==> src/rtl/clock_pkg.sv <==
// Shared constants and helpers for the BCD time-digit cells.
// Binary-to-BCD conversion derives reset and terminal digit pairs.
package clock_pkg;

  localparam int DIGIT_W = 4;

  localparam logic DIR_UP   = 1'b1;
  localparam logic DIR_DOWN = 1'b0;

  function automatic logic [2*DIGIT_W-1:0] to_bcd(input int unsigned v);
    logic [DIGIT_W-1:0] tens;
    logic [DIGIT_W-1:0] ones;
    tens = DIGIT_W'(v / 10);
    ones = DIGIT_W'(v % 10);
    return {tens, ones};
  endfunction

endpackage

==> src/rtl/bcd_digit_step.sv <==
// Single BCD digit increment/decrement with a per-call limit.
// Up wraps past lim to 0; down wraps past 0 to lim.
module bcd_digit_step
  import clock_pkg::*;
(
  input  logic [DIGIT_W-1:0] d,
  input  logic               en,
  input  logic               up,
  input  logic [DIGIT_W-1:0] lim,
  output logic [DIGIT_W-1:0] nxt,
  output logic               wrap
);

  always_comb begin
    nxt  = d;
    wrap = 1'b0;
    if (en) begin
      if (up == DIR_UP) begin
        if (d >= lim) begin
          nxt  = '0;
          wrap = 1'b1;
        end else begin
          nxt = d + 1'b1;
        end
      end else begin
        if (d == '0) begin
          nxt  = lim;
          wrap = 1'b1;
        end else begin
          nxt = d - 1'b1;
        end
      end
    end
  end

endmodule

==> src/rtl/bcd_mod_counter.sv <==
// Two-digit BCD modulo counter with load, clear and cascade carry.
// Tens digit steps only when the ones digit wraps.
module bcd_mod_counter #(
  parameter int MOD  = 60,
  parameter bit WRAP = 1'b1,
  parameter int INIT = 0
) (
  input  logic       clk,
  input  logic       reset_n,
  input  logic       clk_time,
  input  logic       enable,
  input  logic       up_down,
  input  logic       clear,
  input  logic       load_enable,
  input  logic [3:0] set_value1,
  input  logic [3:0] set_value10,
  output logic [3:0] dec1,
  output logic [3:0] dec10,
  output logic       carry,
  output logic       at_terminal,
  output logic       load_err
);
  import clock_pkg::*;

  localparam logic [7:0] INIT_BCD = to_bcd(INIT);
  localparam logic [7:0] MAX_BCD  = to_bcd(MOD - 1);
  localparam logic [3:0] MAX1     = MAX_BCD[3:0];
  localparam logic [3:0] MAX10    = MAX_BCD[7:4];
  localparam logic [7:0] MOD_B    = 8'(MOD);

  logic [3:0] lim1;
  logic [3:0] nxt1;
  logic [3:0] nxt10;
  logic       w1;
  logic       w10;
  logic [7:0] ld_val;
  logic       ld_ok;
  logic       tick;

  // Ones limit shrinks to MAX1 only on the top (up) or bottom (down) decade.
  always_comb begin
    lim1 = 4'd9;
    if (up_down == DIR_UP) begin
      if (dec10 == MAX10) lim1 = MAX1;
    end else begin
      if (dec10 == 4'd0) lim1 = MAX1;
    end
  end

  bcd_digit_step u_ones (
    .d    (dec1),
    .en   (1'b1),
    .up   (up_down),
    .lim  (lim1),
    .nxt  (nxt1),
    .wrap (w1)
  );

  bcd_digit_step u_tens (
    .d    (dec10),
    .en   (w1),
    .up   (up_down),
    .lim  (MAX10),
    .nxt  (nxt10),
    .wrap (w10)
  );

  assign ld_val = {4'd0, set_value10} * 8'd10 + {4'd0, set_value1};
  assign ld_ok  = (set_value1 <= 4'd9) && (set_value10 <= 4'd9)
               && (ld_val < MOD_B);
  assign tick   = clk_time && enable;

  assign at_terminal = (up_down == DIR_UP) ? ({dec10, dec1} == MAX_BCD)
                                           : ({dec10, dec1} == 8'd0);

  always_ff @(posedge clk) begin
    if (!reset_n) begin
      {dec10, dec1} <= INIT_BCD;
      carry         <= 1'b0;
      load_err      <= 1'b0;
    end else begin
      carry    <= 1'b0;
      load_err <= 1'b0;
      if (clear) begin
        {dec10, dec1} <= INIT_BCD;
      end else if (load_enable) begin
        if (ld_ok) {dec10, dec1} <= {set_value10, set_value1};
        else       load_err      <= 1'b1;
      end else if (tick && (WRAP || !w10)) begin
        dec1  <= nxt1;
        dec10 <= nxt10;
        carry <= w10;
      end
    end
  end

endmodule
==> config.mk <==
export PLATFORM = sky130hd
export DESIGN_NAME = bcd_mod_counter
export DESIGN_NICKNAME = d
export VERILOG_FILES = /design/src/rtl/clock_pkg.sv /design/src/rtl/bcd_digit_step.sv /design/src/rtl/bcd_mod_counter.sv
export SDC_FILE = /design/constraint.sdc
export NUM_CORES = 1
export LEC_CHECK = 0
export BUFFER_PORTS_ARGS = -buffer_cell sky130_fd_sc_hd__clkbuf_2
export CORE_UTILIZATION = 45
export CTS_CLUSTER_DIAMETER = 30
export DETAILED_ROUTE_END_ITERATION = 8
export PLACE_DENSITY = 0.68
export SLEW_MARGIN = 10
export SYNTH_ARGS = -nofsm -noshare
export SYNTH_HDL_FRONTEND = slang
export SYNTH_SLANG_ARGS = --single-unit
==> constraint.sdc <==
create_clock -name clk -period 2.4 [get_ports clk]
set_input_delay 0.24 -clock clk [delete_from_list [all_inputs] [get_ports clk]]
set_output_delay 0.24 -clock clk [all_outputs]
set_load 0.02 [all_outputs]
==> impl_metrics.yaml <==
place:
  place_congestion: 0.827
  dp_slack_ps: -253
  io_buffers: 25
  dp_hpwl_um: 2370
worst_setup_path:
  crit_arrival_ps: 2510
  crit_fanout: 4
  crit_type: "primary input to flop"
  worstPathRequired_ps: 2550
  crit_chain: "clkbuf_2 -> ha_4 -> ha_2 -> fa_2 -> xor2_1 -> nor4b_2 -> a2111oi_4 -> a21oi_4 -> mux2i_1"
  critPathLaunchType: "primary input"
  cp_top_family: "adder cells"
  worstReg2RegStart: "dec1[0]"
  startpoint: "set_value10[1]"
  crit_buf_inv: 1
  max_stage_delay_ps: 590
  endpoint_kind: "flop"
  critPathSlowestCell: "fa_2"
final_layout:
  final_common_cell: "clkbuf_2"
  final_util: 0.575
  nNetsFinal: 213
  n_fill_cell: 250
  syn2layout_area_growth_pct: 20.0
  diodes: 0
  final_cell_mix: "25 x clkbuf_2, 19 x nand2_1, 13 x o21ai_0"
  drive_above_1_share: 0.235
  seq_area_um2: 200
  multi_input_area_um2: 958
min_path:
  min_path_type: "primary input to flop"
  worstHoldStart: "set_value1[0]"
global_routing:
  grt.busiest_layer: "met2"
  track_usage: 0.218
  overflow: 0
  met3_usage: 0.00847
  first_global_vias: 1037
  antenna_found_initial: 0
  grt_max_degree: 19
  grt_pass1_wl_um: 4530
  use_met1: 0.282
  use_met2: 0.379
synth:
  synth_nets: 187
  synth_warnings: 0
  synth_top_area_cell: "dfxtp_1"
  postSynthAreaPerCell_um2: 7.58
  synth_cells: 158
  ys_types: 38
  synthTopCellsByArea: "dfxtp_1 17%, ha_1 13%, mux2i_1 6.7%"
  yosys_most_used_dff: "dfxtp_1"
  synth.top_cell.area_share: 0.167
  synth-edff-count: 0
  synth_area_um2: 1200
  synthArstFlopShare: 0
  synth_seq_cells: 10
  yosysSeqAreaShare: 0.167
floorplanning:
  chipHeight_um: 53.6
  die_area_um2: 2870
  die_x_um: 53.6
  rows: 18
  ioPinCount: 26
  start_util: 0.479
  core_area_um2: 2500
power:
  p_leak_uw: 0.000653
  power_density_nw_per_um2: 382
  fin_total_pwr_uw: 549
  ir_drop_v: 0.000267
cts:
  holdBufCountCts: 0
  clockBufferDepth: 2
  clock-sinks: 10
  clock_latency_ps: 270
  cts_buffers: 3
  cts_tree: "yes"
  path_clk_slew_ps: 70
  cts-htree-levels: 1
  cts_root_buf: "clkbuf_4"
routing:
  viasPerCell: 5.83
  drt-total-wl_um: 3030
  remaining_drc_errors: 0
  drtIter0Drc: 29
  firstDrtPassIters: 4
  drtAntennaViolNets: 0
  wl_per_cell_um: 14.2
  via_count: 1242
sta:
  setup_violations: 0
  worst_pin_slew_ps: 498
  hold_viol: 0
  relSlewSlack: 0.668
  period_share: 0.983
  max_freq_mhz: 424
  rsz0062_at_grt: "yes"
  setup_ws_ps: 41.6
  skew_ps: 7.23
  period_minus_slack_ps: 2360
  tns_ps: 0
  maxSlewViolCount: 0
flow_run:
  maxCapViolations: 0
run_status:
  status: "finished, final reports clean"
area by class of cell:
type,count,area share
Tap cell,30,0.0261
Clock buffer,4,0.0253
Inverter,9,0.0235
Timing Repair Buffer,31,0.118
Sequential cell,10,0.139
Multi-Input combinational cell,129,0.667
routing by layer:
metal / vias to the layer above / share of wire / routed length (um)
met2: 43 / 0.49 / 1480
met4: 0 / 0.015 / 46
met3: 5 / 0.041 / 125
li1: 615 / - / -
met1: 579 / 0.45 / 1380
met5: - / 0 / 0
Yosys cell counts, types with 2 or more instances:
cell type and number:
a211oi_1 4, a21oi_1 8, a21oi_2 2, a311oi_1 2, and2_1 2, and3_1 3, clkbuf_1 9, dfxtp_1 10
fa_1 2, ha_1 12, inv_1 9, mux2i_1 8, nand2_1 19, nand2b_1 7, nand3_1 4, nand4_1 2
nor2_1 12, nor2b_1 3, nor3_1 2, o211ai_1 2, o21ai_0 13, o22a_1 2, xor2_1 6
state kept, by name, indices dropped and copies added, names as in the netlist:
signal / count
carry: 1
dec1: 4
dec10: 4
load_err: 1
per-stage QoR:
stage / instance area [um2] / std cells / hold WS (ps)
after global routing: 1440 / 213 / 412
after global placement: 1370 / 209 / 503
after floorplan: 1200 / 158 / 444
after detailed placement: 1370 / 209 / 516
final: 1440 / 213 / 387
after CTS: 1400 / 213 / 377
final timing paths:
path	to	slack, ps	depth (start not counted)
max	dec10[3]	40	9
min	dec1[0]	390	4
max reg2reg	dec10[3]	460	7
min reg2reg	dec10[1]	530	2
power by group:
part | switching, uW | internal [uW] | total [uW]
Combinational | 122 | 92.6 | 215
Clock | 62.4 | 92.2 | 155
Sequential | 9.11 | 170 | 180
Total | 194 | 355 | 549
tightest hold or removal path: cells and delay by family:
kind,cells,cell delay [ps]
AOI/OAI and AO/OA,1,90
buffers and inverters,1,70
muxes,1,80
and+or+nand+nor,1,130
cells by family after synthesis:
family / count (synthesis) / synth area share
AOI/OAI and AO/OA: 44 / 0.266
xor gates and xnor gates: 7 / 0.0512
buffers and inverters: 19 / 0.0596
muxes: 8 / 0.0669
DFF: 10 / 0.167
and+or+nand+nor: 56 / 0.230
adders and majority gates: 14 / 0.159
repair_timing:
item                       CTS  global route
setup endpoints to repair    0             8
gates resized for setup      0             5
setup buffers                0             2
Power figures use the tool's default switching activity.
